<file path="src/rtl/cpu_perf_monitor_if.sv">
// rtl/cpu_perf_monitor_if.sv - core-side and readout signals of the performance/halt monitor
interface cpu_perf_monitor_if #(
    parameter int CNT_W = 32,
    parameter int N_EVT = 4,
    parameter int SEL_W = $clog2(N_EVT + 1)
);
    logic [1:0]       pc_inc;
    logic [N_EVT-1:0] evt;
    logic             snap;
    logic [SEL_W-1:0] rd_sel;
    logic [CNT_W-1:0] rd_data;
    logic [CNT_W-1:0] cycle_count;
    logic [N_EVT:0]   ovf;
    logic             halt;
    logic             draining;

    modport master (
        output pc_inc, evt, snap, rd_sel,
        input  rd_data, cycle_count, ovf, halt, draining
    );

    modport slave (
        input  pc_inc, evt, snap, rd_sel,
        output rd_data, cycle_count, ovf, halt, draining
    );
endinterface

</file>
<file path="src/rtl/cpu_perf_monitor.sv">
// rtl/cpu_perf_monitor.sv - cycle/event counters, drained halt detection and snapshot bank
module cpu_perf_monitor #(
    parameter int CNT_W      = 32,
    parameter int N_EVT      = 4,
    parameter int HALT_DELAY = 3,
    parameter int SATURATE   = 0
) (
    input  logic               clk,
    input  logic               clr,
    cpu_perf_monitor_if.slave  bus
);
    localparam int              SEL_W      = $clog2(N_EVT + 1);
    localparam logic [CNT_W-1:0] ONE       = CNT_W'(1);
    localparam logic [3:0]      HALT_LIMIT = 4'(HALT_DELAY);

    typedef enum logic [1:0] {
        S_RUN    = 2'd0,
        S_DRAIN  = 2'd1,
        S_HALTED = 2'd2
    } state_t;

    state_t           state_q, state_d;
    logic [3:0]       stop_cnt_q, stop_cnt_d;
    logic [CNT_W-1:0] cyc_q, cyc_d;
    logic [CNT_W-1:0] snap_cyc_q, snap_cyc_d;
    logic [CNT_W-1:0] evt_cnt_q [N_EVT];
    logic [CNT_W-1:0] evt_cnt_d [N_EVT];
    logic [CNT_W-1:0] snap_evt_q [N_EVT];
    logic [CNT_W-1:0] snap_evt_d [N_EVT];
    logic [N_EVT:0]   ovf_q, ovf_d;
    logic             stop;
    logic             count_en;

    assign stop     = (bus.pc_inc == 2'b11);
    // The edge that enters HALTED still counts, so qualify on the pre-edge state.
    assign count_en = (state_q != S_HALTED);

    always_comb begin
        state_d    = state_q;
        stop_cnt_d = stop_cnt_q;
        case (state_q)
            S_RUN: begin
                if (stop) begin
                    stop_cnt_d = 4'd1;
                    state_d    = (HALT_LIMIT == 4'd1) ? S_HALTED : S_DRAIN;
                end
            end
            S_DRAIN: begin
                if (stop) begin
                    stop_cnt_d = stop_cnt_q + 4'd1;
                    if (stop_cnt_d == HALT_LIMIT) begin
                        state_d = S_HALTED;
                    end
                end else begin
                    // A pipeline flush squashed the stop; resume normal running.
                    stop_cnt_d = 4'd0;
                    state_d    = S_RUN;
                end
            end
            S_HALTED: begin
                state_d = S_HALTED;
            end
            default: begin
                state_d    = S_RUN;
                stop_cnt_d = 4'd0;
            end
        endcase
    end

    always_comb begin
        cyc_d = cyc_q;
        ovf_d = ovf_q;
        if (count_en) begin
            if (&cyc_q) begin
                ovf_d[0] = 1'b1;
                cyc_d    = (SATURATE != 0) ? cyc_q : '0;
            end else begin
                cyc_d = cyc_q + ONE;
            end
        end
        for (int i = 0; i < N_EVT; i++) begin
            evt_cnt_d[i] = evt_cnt_q[i];
            if (count_en && bus.evt[i]) begin
                if (&evt_cnt_q[i]) begin
                    ovf_d[i+1]   = 1'b1;
                    evt_cnt_d[i] = (SATURATE != 0) ? evt_cnt_q[i] : '0;
                end else begin
                    evt_cnt_d[i] = evt_cnt_q[i] + ONE;
                end
            end
        end
    end

    // Snapshot captures post-update values so a snap on the halting edge holds final counts.
    always_comb begin
        snap_cyc_d = bus.snap ? cyc_d : snap_cyc_q;
        for (int i = 0; i < N_EVT; i++) begin
            snap_evt_d[i] = bus.snap ? evt_cnt_d[i] : snap_evt_q[i];
        end
    end

    always_ff @(negedge clk) begin
        if (clr) begin
            state_q    <= S_RUN;
            stop_cnt_q <= 4'd0;
            cyc_q      <= ONE;
            snap_cyc_q <= ONE;
            ovf_q      <= '0;
            for (int i = 0; i < N_EVT; i++) begin
                evt_cnt_q[i]  <= '0;
                snap_evt_q[i] <= '0;
            end
        end else begin
            state_q    <= state_d;
            stop_cnt_q <= stop_cnt_d;
            cyc_q      <= cyc_d;
            snap_cyc_q <= snap_cyc_d;
            ovf_q      <= ovf_d;
            for (int i = 0; i < N_EVT; i++) begin
                evt_cnt_q[i]  <= evt_cnt_d[i];
                snap_evt_q[i] <= snap_evt_d[i];
            end
        end
    end

    always_comb begin
        bus.rd_data = '0;
        if (bus.rd_sel == '0) begin
            bus.rd_data = snap_cyc_q;
        end
        for (int k = 0; k < N_EVT; k++) begin
            if (bus.rd_sel == SEL_W'(k + 1)) begin
                bus.rd_data = snap_evt_q[k];
            end
        end
    end

    assign bus.cycle_count = cyc_q;
    assign bus.ovf         = ovf_q;
    assign bus.halt        = (state_q == S_HALTED);
    assign bus.draining    = (state_q == S_DRAIN);
endmodule

</file>
<file path="src/flat_wrapper.sv">
// flat-port wrapper written by rule: the top's interface ports become plain ports
module cpu_perf_monitor_flat 
#(
    parameter int CNT_W      = 32,
    parameter int N_EVT      = 4,
    parameter int HALT_DELAY = 3,
    parameter int SATURATE   = 0
)
  (clk, clr, bus_pc_inc, bus_evt, bus_snap, bus_rd_sel, bus_rd_data, bus_cycle_count, bus_ovf, bus_halt, bus_draining);
  cpu_perf_monitor_if #(.CNT_W(CNT_W), .N_EVT(N_EVT)) bus_i ();
  input  logic clk;
  input  logic clr;
  input wire logic [$bits(bus_i.pc_inc)-1:0] bus_pc_inc;
  input wire logic [$bits(bus_i.evt)-1:0] bus_evt;
  input wire logic [$bits(bus_i.snap)-1:0] bus_snap;
  input wire logic [$bits(bus_i.rd_sel)-1:0] bus_rd_sel;
  output wire logic [$bits(bus_i.rd_data)-1:0] bus_rd_data;
  output wire logic [$bits(bus_i.cycle_count)-1:0] bus_cycle_count;
  output wire logic [$bits(bus_i.ovf)-1:0] bus_ovf;
  output wire logic [$bits(bus_i.halt)-1:0] bus_halt;
  output wire logic [$bits(bus_i.draining)-1:0] bus_draining;
  assign bus_i.pc_inc = bus_pc_inc;
  assign bus_i.evt = bus_evt;
  assign bus_i.snap = bus_snap;
  assign bus_i.rd_sel = bus_rd_sel;
  assign bus_rd_data = bus_i.rd_data;
  assign bus_cycle_count = bus_i.cycle_count;
  assign bus_ovf = bus_i.ovf;
  assign bus_halt = bus_i.halt;
  assign bus_draining = bus_i.draining;
  cpu_perf_monitor #(.CNT_W(CNT_W), .N_EVT(N_EVT), .HALT_DELAY(HALT_DELAY), .SATURATE(SATURATE)) u_core (.clk(clk), .clr(clr), .bus(bus_i));
endmodule
</file>
<file path="config.mk">
export PLATFORM = sky130hd
export DESIGN_NAME = cpu_perf_monitor_flat
export DESIGN_NICKNAME = d
export VERILOG_FILES = /design/src/rtl/cpu_perf_monitor_if.sv /design/src/rtl/cpu_perf_monitor.sv /design/src/flat_wrapper.sv
export SDC_FILE = /design/constraint.sdc
export NUM_CORES = 1
export LEC_CHECK = 0
export ABC_AREA = 1
export BUFFER_PORTS_ARGS = -buffer_cell sky130_fd_sc_hd__buf_2
export CORE_MARGIN = 8
export CORE_UTILIZATION = 30
export CTS_CLUSTER_SIZE = 24
export DETAILED_ROUTE_END_ITERATION = 10
export MAX_ROUTING_LAYER = met4
export SETUP_SLACK_MARGIN = 0.4
export SLEW_MARGIN = 10
export SYNTH_ARGS = -nofsm -noshare
export SYNTH_HDL_FRONTEND = slang
export SYNTH_SLANG_ARGS = --single-unit
</file>
<file path="constraint.sdc">
create_clock -name clk -period 2.82 [get_ports clk]
set_clock_uncertainty 0.2 [all_clocks]
set_input_delay 0.141 -clock clk [delete_from_list [all_inputs] [get_ports clk]]
set_output_delay 0.141 -clock clk [all_outputs]
set_load 0.02 [all_outputs]
</file>
## Word-level counts from Yosys, hierarchy flattened

Memory sizes are Yosys's and may differ from the RTL's.
Index checks and enable logic that the tools add are counted.

| storage, ports and cells | value |
|---|---|
| flip-flop bits (word level) | 75 |
| latch bits | 0 |
| RAM bits | 256 |
| bits in read-only memories | 0 |
| output and inout port bits | 71 |
| word-level logic and storage cells | 92 |
| memories kept | 2 |

| cells by class | value |
|---|---|
| add/sub/neg operators | 6 |
| multiply operators | 0 |
| divide/modulo/power cells | 0 |
| $lt $le $gt $ge | 0 |
| eq/ne operators | 11 |
| shift-type cells | 0 |
| muxes and demuxes | 37 |
| bitwise operators | 9 |
| reduce and logical (&&, ||, !) cells | 18 |

Memories:

| memory | depth | width | read ports | clocked after Yosys merged registers in | wr ports | RTL line | text |
|---|---|---|---|---|---|---|---|
| u_core.evt_cnt_q | 4 | 32 | 4 | 0 | 4 | cpu_perf_monitor.sv:26 | `logic [CNT_W-1:0] evt_cnt_q [N_EVT];` |
| u_core.snap_evt_q | 4 | 32 | 4 | 0 | 4 | cpu_perf_monitor.sv:28 | `logic [CNT_W-1:0] snap_evt_q [N_EVT];` |

Operators by type and width:

| operator | count |
|---|---|
| two-way mux 32 bit | 27 |
| AND reduction 33 bit | 5 |
| adder 32 x 1 -> 32 bit, second input constant | 5 |
| AND reduction 32 bit | 5 |
| case mux 4 bit (3 select lines) | 1 |
| two-way mux 4 bit | 2 |
| bitwise OR 1 bit | 8 |
| == test 3 x 2 -> 1 bit, second input constant | 2 |
| two-way mux 2 bit | 3 |
| case mux 2 bit (3 select lines) | 1 |
| adder 4 x 1 -> 4 bit, second input constant | 1 |
| == test 2 bit, second input constant | 2 |
| == test 4 x 2 -> 1 bit, second input constant | 1 |
| logical AND 1 bit | 4 |
| AND reduction 2 bit | 2 |
| == test 3 x 1 -> 1 bit, second input constant | 1 |
| == test 3 bit, second input constant | 1 |
| zero test 3 bit | 1 |
| two-way mux 1 bit | 3 |
| != test 3 bit, second input constant | 1 |
| == test 2 x 1 -> 1 bit, second input constant | 1 |
| zero test 2 bit | 1 |
| != test 2 x 1 -> 1 bit, second input constant | 1 |
| != test 2 bit, second input constant | 1 |
| inverter 1 bit | 1 |

## Longest topological paths before layout

Gate-level depths: netlist of run 1.

| depth | value |
|---|---|
| word-level depth | 6 |
| depth in mapped cells | 13 |
| depth with buffers taken out | 12 |

==> out/metrics.cfg, run 1 <==
[run_status]
outcome=finished with violations
violations=setup timing

[cts]
clockRootBuffer=clkbuf_16
clkLatencyLatePin_ns=0.60
path_clk_slew_ns=0.04
cts_buffers=39
cts_tree=built
clock_path_buffers=3
clock_sinks=331
cts_htree_levels=2

[die]
initial_core_util_pct=30.4
rows=84
die-area_um2=61000
die_height_um=247
core_um2=52700
die_w_um=247
pin_count=83

[drt]
finalWirelength_um=58500
via_count=17500
ant_nets=0
avgRoutedWirePerCell_um=16.3
drt-initial-drc-count=1271
drt-pass1-iter-count=5
routed_via_density=4.87
post-route-drc-count=0

[logic_synthesis]
ys_seq_area_share_pct=41.4
yosysWarnings=0
synth_edf_count=0
synth_cell_types=40
synth_ff_type=dfxtp_1
ys_seq_elements=331
postSynthAreaPerCell_um2=6.81
syn_inst=2353
synth_async_sr_flop_share_pct=0
syn_nets=2372
syn-cell-area_um2=16000

[global_route]
grt-ovfl-total=0
grt_pass1_wl_um=93100
grt_pass1_vias=17800
antenna_found_initial=0
grt.total_usage_pct=19.5
grt_max_degree=81

[power_and_ir_drop]
power_frac_clock_pct=54.8
power.switching_mw=4.01
switching_share_pct=31.0
max-vdd-ir-drop_mv=0.492
internal-power_mw=8.91
power.leakage_nw=10.2
powerDensity_nw_per_um2=572
p_seq_share_pct=38.2
power.total_mw=12.9
combPwrFrac_pct=7.0

[critical_path]
crit_arrival_ns=3.08
crit_fanout=2
end_kind=output port
crit_family=compound AO/OA/AOI/OAI gates
path_cells=inv_1 -> o22ai_1 -> a21oi_1 -> nand3_1 -> buf_2
crit_path_top_delay_cell=dfxtp_1
critPathLaunchType=flip-flop
slowest_delay_ns=0.31
path_buf_inv=2
cp.required_ns=2.48
worstSetupPathType=reg2out

[timing]
worst_slew_pin_slew_ns=0.608
fin_ws_ns=-0.603
hold_ws_ns=0.253
rsz0062_at_grt=yes
hold_viol=0
setup_violations=38
final_max_slew_viol_count=0
relSlewSlack_pct=59.3

[placement]
port_buffers=82
dpl.hpwl_um=42100
place_congestion=0.929

[layout]
multi_input_area_um2=9000
nFillCells=5251
final_common_cell=inv_1
drive_gt1_share_pct=23.2
final_cell_mix=554 x inv_1, 450 x nand2_1, 351 x nor2_1
syn_to_final_growth_pct=41.1
register_area_um2=6760
antenna_cells=0
nets=2890

[worst_hold_path]
hold_class=reg2reg

[job]
cap_violations=0

synth_stat cells, types with 2 or more instances:
master / n / area share [%]
nand2_1: 473 / 11
nor2_1: 360 / 8.4
dfxtp_1: 331 / 41
inv_1: 256 / 6.0
nand3_1: 219 / 6.8
a21oi_1: 200 / 6.2
o21ai_0: 146 / 4.6
clkbuf_1: 73 / 1.7
xor2_1: 47 / 2.6
nand4_1: 41 / 1.6
o22ai_1: 33 / 1.3
nor3_1: 19 / 0.59
xnor2_1: 18 / 0.98
buf_2: 17 / 0.53
o21bai_1: 17 / 0.80
nor2_2: 16 / 0.62
or2_2: 11 / 0.43
nand3_2: 9 / 0.56
nand3b_1: 8 / 0.37
ha_1: 7 / 0.55
nor2_4: 7 / 0.49
buf_6: 6 / 0.42
o211ai_1: 6 / 0.28
buf_1: 5 / 0.12
inv_2: 4 / 0.094
nand2_2: 4 / 0.16
a21o_1: 2 / 0.094
and2_1: 2 / 0.078
buf_4: 2 / 0.094
nand2_4: 2 / 0.14
nand4_2: 2 / 0.16
o21ai_1: 2 / 0.062
path summary, 6_finish.rpt:
| kind | startpoint | end | slack, ns | cells past startpoint |
|---|---|---|---|---|
| min | u_core.bus.ovf[0] | u_core.bus.ovf[0] | 0.25 | 2 |
| max | u_core.snap_cyc_q[0] | bus_rd_data[0] | -0.60 | 5 |
| max reg2reg | u_core.bus.cycle_count[3] | u_core.snap_cyc_q[14] | 0.58 | 9 |
| min reg2reg | u_core.bus.ovf[0] | u_core.bus.ovf[0] | 0.25 | 2 |
per-stage QoR:
stage / setup slack (ns) / cell area (um^2) / setup TNS [ns] / cells / util (%)
after floorplan: 0.148 / 16900 / 0 / 2353 / -
after global placement: -0.414 / 18700 / -12.21 / 3151 / 35.4
after detailed placement: -0.404 / 18700 / -16.45 / 3151 / 35.4
after CTS: -0.588 / 22300 / -17.59 / 3575 / 42.4
after global routing: -0.632 / 22600 / -19.01 / 3584 / 42.9
final: -0.603 / 22600 / -16.76 / 3584 / 42.9
tightest hold or removal path, delay by kind of cell, from the launching register on:
| family | cells | cell delay [ns] |
|---|---|---|
| AO/OA/AOI/OAI | 1 | 0.05 |
| buffers and inverters | 1 | 0.04 |
| flip-flops | 1 | 0.31 |
power by group through the flow:
| stage | clock network, mW | registers (mW) | logic, mW |
|---|---|---|---|
| 2_1_floorplan | 0.710 | 4.98 | 0.534 |
| 3_3_place_gp | 0.710 | 4.99 | 0.787 |
| 3_5_place_dp | 0.710 | 5.00 | 0.794 |
| 4_1_cts | 7.30 | 4.93 | 0.886 |
| 5_1_grt | 7.85 | 4.93 | 0.983 |
| 6_report | 7.07 | 4.93 | 0.908 |
timing repair:
action	4_1_cts	5_1_grt
pin swaps	34	27
gates resized for setup	316	58
setup endpoints to repair	82	111
buffers inserted	28	9
hold buffers	0	0
final cells by class:
cell class / instances / share of cell area [%]
multi-input cells: 1659 / 39.8
flip-flops and latches: 331 / 29.9
clock buffers: 41 / 4.54
well taps: 688 / 3.81
clock inverters: 356 / 6.61
inverters: 259 / 4.42
repair buffers: 250 / 10.9
registers in the layout (all words and copies together) (netlist names):
signal and cells:
u_core.state_q 2, u_core.bus.cycle_count 32, u_core.bus.ovf 5, u_core.stop_cnt_q 4, u_core.evt_cnt_q 128, u_core.snap_cyc_q 32, u_core.snap_evt_q 128
layer usage:
metal,part of all wire [%],up-vias,global-route usage (%)
met5,0,-,-
met4,3.5,0,10.4
met3,6.1,126,4.96
met2,47,568,29.9
met1,44,8129,23.3
li1,-,8640,-
cells by family after synthesis:
| group | synth area share [%] |
|---|---|
| DFF | 41.4 |
| AOI/OAI and AO/OA | 13.3 |
| adders and majority gates | 0.547 |
| buffers and inverters | 8.97 |
| xor gates and xnor gates | 3.55 |
| and+or+nand+nor | 32.2 |
Note: power is estimated with default switching activity, not from simulation.
==> inputs of run 2 (changes only) <==
--- a/config.mk
+++ b/config.mk
@@ -5,13 +5,13 @@
 export SDC_FILE = /design/constraint.sdc
 export NUM_CORES = 1
 export LEC_CHECK = 0
-export ABC_AREA = 1
 export BUFFER_PORTS_ARGS = -buffer_cell sky130_fd_sc_hd__buf_2
 export CORE_MARGIN = 8
 export CORE_UTILIZATION = 30
 export CTS_CLUSTER_SIZE = 24
 export DETAILED_ROUTE_END_ITERATION = 10
 export MAX_ROUTING_LAYER = met4
+export PLACE_DENSITY = 0.56
 export SETUP_SLACK_MARGIN = 0.4
 export SLEW_MARGIN = 10
 export SYNTH_ARGS = -nofsm -noshare
==> out/metrics.cfg, run 2 <==
[worst_hold_path]
hold_class=reg2reg
hold_start=u_core.snap_evt_q[1][13]
worstHoldPathCells=2

[placement]
port_buffers=82
dpl-instance-area_um2=16900
dp.cells=2399
place_congestion=0.885
dp_slack_ns=-0.354
dpl.hpwl_um=35000

[cts]
clockRootBuffer=clkbuf_16
cts_hold_buf=0
cts_tree=built
clock_sinks=331
clkLatencyLatePin_ns=0.60
clock_path_buffers=3
path_clk_slew_ns=0.04
cts_htree_levels=2
cts_buffers=38

[die]
pin_count=83
die_w_um=233
initial_core_util_pct=30.4
core_um2=46600
die_height_um=233
die-area_um2=54400
rows=79

[timing]
rsz0062_at_grt=yes
setup-tns-final_ns=-21.32
setup_violations=34
hold_viol=0
worst_slew_pin_slew_ns=0.741
final_max_slew_viol_count=0
fin_ws_ns=-0.701
relSlewSlack_pct=50.4
hold_ws_ns=0.245

[critical_path]
reg2reg_from=u_core.state_q[1]
critPathLaunchType=flip-flop
cp.required_ns=2.48
end_kind=output port
worstSetupPathType=reg2out
r2r_cells=13
crit_start=u_core.snap_cyc_q[2]
crit_arrival_ns=3.18
crit_fanout=2

[layout]
final_cell_mix=350 x inv_1, 258 x nor2_1, 233 x dfxtp_1
final_common_cell=inv_1
drive_gt1_share_pct=34.3
fin_cells=2854
reg_top3=u_core.evt_cnt_q x128, u_core.snap_evt_q x128
finalInstanceArea_um2=21800
nFillCells=4317
syn_to_final_growth_pct=54.4
nets=2238
fin_util_pct=46.9

[logic_synthesis]
netlist_top_cells_area=dfxtp_1 47%, nor2_1 8.0%, xor2_1 5.5%, nand2_1 4.7%, a211oi_1 3.9%
yosysWarnings=0
syn-cell-area_um2=14200
synth_top_area_cell=dfxtp_1
synth_top_area_share_pct=46.8
yosys-top-cells-count=331 x dfxtp_1, 303 x nor2_1, 178 x nand2_1
syn_inst=1652
synth_most_common_cell=dfxtp_1
ys_seq_elements=331
synth_ff_type=dfxtp_1
synth_async_sr_flop_share_pct=0
postSynthAreaPerCell_um2=8.57
syn_nets=1671
synth_edf_count=0
synth_cell_types=58
ys_seq_area_share_pct=46.8

[drt]
highest_layer=met4
finalWirelength_um=50500
via_count=14200
post-route-drc-count=0
wl_met3_um=2900
ant_nets=0
routed_via_density=4.97
drt-initial-drc-count=940
wl_met2_um=23800
drt-pass1-iter-count=5
avgRoutedWirePerCell_um=17.7
m1WireLength_um=22100

[global_route]
antenna_found_initial=1
grt_max_degree=47
grt.total_usage_pct=18.4
grt-ovfl-total=0
grt_pass1_wl_um=77100
grt_pass1_vias=14400

[power_and_ir_drop]
power_frac_clock_pct=55.9
power.leakage_nw=9.14
power.switching_mw=3.80
p_seq_share_pct=38.1
max-vdd-ir-drop_mv=0.506
power.total_mw=12.7
internal-power_mw=8.87
combPwrFrac_pct=5.9
switching_share_pct=30.0
powerDensity_nw_per_um2=580

[run_status]
outcome=finished with violations
violations=setup timing

[job]
cap_violations=0

-- run 2: cell count changes after synthesis, moves of 44 or more --
cell,change
a211oi_1,+74
a21oi_1,-157
inv_1,-223
nand2_1,-295
nand3_1,-148
nor2_1,-57
o21ai_0,-56
xnor2_1,+44
-- run 2: power groups by stage --
stage	logic (mW)	clock network, mW	registers (mW)
finish	0.749	7.09	4.83
global route	0.801	7.91	4.82
CTS	0.703	7.30	4.83
detailed placement	0.638	0.710	4.92
global placement	0.630	0.710	4.91
floorplan	0.455	0.710	4.89
-- run 2: critical path, cell delays in order, from the launching register on --
cell	delay, ns
dfxtp_2	0.35
mux4_2	0.51
inv_2	0.07
o21ai_2	0.08
buf_6	0.16
-- run 2: repair_timing --
item | 4_1_cts | 5_1_grt
endpoints found under the setup margin | 190 | 205
cloned | 0 | 1
buffers inserted | 42 | 14
resized for setup | 344 | 196
pin swaps | 36 | 109
-- run 2: layout make-up --
class / instances / area (um^2) / share of cell area (%)
Multi-Input combinational cell: 1199 / 8880 / 40.6
Sequential cell: 331 / 6830 / 31.3
Timing Repair Buffer: 285 / 2690 / 12.3
Clock inverter: 357 / 1520 / 6.96
Clock buffer: 41 / 1030 / 4.70
Tap cell: 607 / 759 / 3.48
Inverter: 33 / 134 / 0.613
Antenna cell: 1 / 2.50 / 0.0115
-- run 2: cells by family (layout without fill, tap and decap cells) --
kind of cell	Yosys count	in the layout	share of synthesized area, %
compound gates	257	257	11.3
other cells	0	1	0
mux	34	34	4.10
buf+inv	122	716	3.35
fa+ha+maj	7	7	0.619
xor+xnor	151	151	9.34
simple gates	750	750	24.5
flops	331	331	46.8
-- run 2: path summary, 6_finish.rpt --
kind	endpoint	slack, ns
setup / recovery	bus_rd_data[2]	-0.70
hold / removal	u_core.snap_evt_q[1][13]	0.25
setup reg to reg	u_core.snap_evt_q[0][18]	0.29
hold reg to reg	u_core.snap_evt_q[1][13]	0.25
-- run 2: metal layers --
layer,vias up,track usage [%]
met5,-,-
met4,0,9.35
met3,85,4.89
met2,395,28.0
met1,6876,22.4
li1,6842,-
==> inputs of run 3 (changes only) <==
--- a/config.mk
+++ b/config.mk
@@ -5,6 +5,7 @@
 export SDC_FILE = /design/constraint.sdc
 export NUM_CORES = 1
 export LEC_CHECK = 0
+export ABC_AREA = 1
 export BUFFER_PORTS_ARGS = -buffer_cell sky130_fd_sc_hd__buf_2
 export CORE_MARGIN = 8
 export CORE_UTILIZATION = 30
==> out/metrics.cfg, run 3 (synthesis gave the netlist of run 1 again) <==
[run_status]
outcome=finished with violations
violations=setup timing

[global_route]
grt.total_usage_pct=19.3
grt-ovfl-total=0
grt_max_degree=66
antenna_found_initial=2
grt_pass1_wl_um=91300
grt_pass1_vias=17500

[power_and_ir_drop]
power_frac_clock_pct=56.4
powerDensity_nw_per_um2=594
switching_share_pct=30.5
max-vdd-ir-drop_mv=0.305
power.switching_mw=4.06
internal-power_mw=9.26
combPwrFrac_pct=6.6
p_seq_share_pct=37.0
power.leakage_nw=10.1

[cts]
path_clk_slew_ns=0.04
cts_htree_levels=2
clkLatencyLatePin_ns=0.62
cts_buffers=39
clockRootBuffer=clkbuf_16
cts_tree=built
clock_sinks=331
clock_path_buffers=3

[die]
die_w_um=247
die_height_um=247
rows=84
pin_count=83
initial_core_util_pct=30.4
die-area_um2=61000
core_um2=52700

[drt]
drt-initial-drc-count=1209
post-route-drc-count=0
routed_via_density=4.84
avgRoutedWirePerCell_um=16.2
finalWirelength_um=58000
ant_nets=0
drt-pass1-iter-count=5
via_count=17300

[timing]
final_max_slew_viol_count=0
relSlewSlack_pct=59.3
rsz0062_at_grt=yes
setup_violations=57
setup-tns-final_ns=-18.69
worst_slew_pin_slew_ns=0.609
fin_ws_ns=-0.639
hold_viol=0

[layout]
drive_gt1_share_pct=21.9
nets=2879
final_cell_mix=559 x inv_1, 451 x nand2_1, 352 x nor2_1
reg_top3=u_core.evt_cnt_q x128, u_core.snap_evt_q x128
final_common_cell=inv_1
fin_util_pct=42.6
syn_to_final_growth_pct=40.0
nFillCells=5388
finalInstanceArea_um2=22400

[critical_path]
end_kind=output port
worstSetupPathType=reg2out
crit_fanout=2
cp.required_ns=2.48
critPathLaunchType=flip-flop
crit_arrival_ns=3.12

[worst_hold_path]
hold_class=reg2reg

[placement]
dpl-instance-area_um2=18500
dp_slack_ns=-0.364
dpl.hpwl_um=40800
place_congestion=0.912
port_buffers=82

[job]
cap_violations=0

run 3: area by class of cell:
type | count | area [um^2] | share of cell area, %
diodes | 2 | 5.00 | 0.0223
clock buffers | 41 | 1030 | 4.57
clock inverters | 360 | 1620 | 7.22
inverters | 259 | 998 | 4.45
multi-input cells | 1659 | 8900 | 39.7
flip-flops and latches | 331 | 6770 | 30.2
well taps | 688 | 861 | 3.84
repair buffers | 239 | 2240 | 9.98
run 3: worst paths after layout:
check / slack [ns] / to / startpoint / cells past startpoint
max: -0.64 / bus_rd_data[6] / u_core.snap_evt_q[0][6] / 7
min: 0.25 / u_core.bus.ovf[4] / u_core.bus.ovf[4] / 2
max reg2reg: 0.56 / u_core.snap_cyc_q[17] / u_core.bus.cycle_count[0] / 9
min reg2reg: 0.25 / u_core.bus.ovf[4] / u_core.bus.ovf[4] / 2
run 3: repair_timing:
item                                    in CTS  in global routing
gates resized for setup                    260                 80
pin swaps                                   15                 23
hold buffers                                 0                  0
endpoints found under the setup margin      73                107
buffers inserted                            26                  9
run 3: metal layers:
metal  share of wire (%)  vias up  track usage (%)
met5                   0        -                -
met4                 3.3        0             9.91
met3                 5.5      107             4.59
met2                  47      494             29.7
met1                  44     8116             23.3
li1                    -     8620                -
run 3: critical path: stages, from the launching register on:
cell     delay, ns
dfxtp_2       0.32
inv_2         0.05
o22ai_1       0.07
buf_4         0.18
a21oi_2       0.11
buf_4         0.15
nand3_4       0.07
buf_6         0.14
run 3: power groups by stage:
| stage | combinational (mW) | clock [mW] | sequential (mW) |
|---|---|---|---|
| floorplan | 0.534 | 0.710 | 4.98 |
| global placement | 0.765 | 0.710 | 5.00 |
| detailed placement | 0.772 | 0.710 | 5.00 |
| CTS | 0.838 | 7.75 | 4.92 |
| global route | 0.952 | 8.34 | 4.93 |
| finish | 0.876 | 7.52 | 4.93 |
run 3: per-stage QoR:
step                      power (mW)  hold WS [ns]  instances
after floorplan                 6.22         0.241       2353
after global placement          6.47         0.238       3142
after detailed placement        6.48         0.241       3142
after CTS                       13.5         0.253       3568
after global routing            14.2         0.268       3578
final                           13.3         0.252       3579
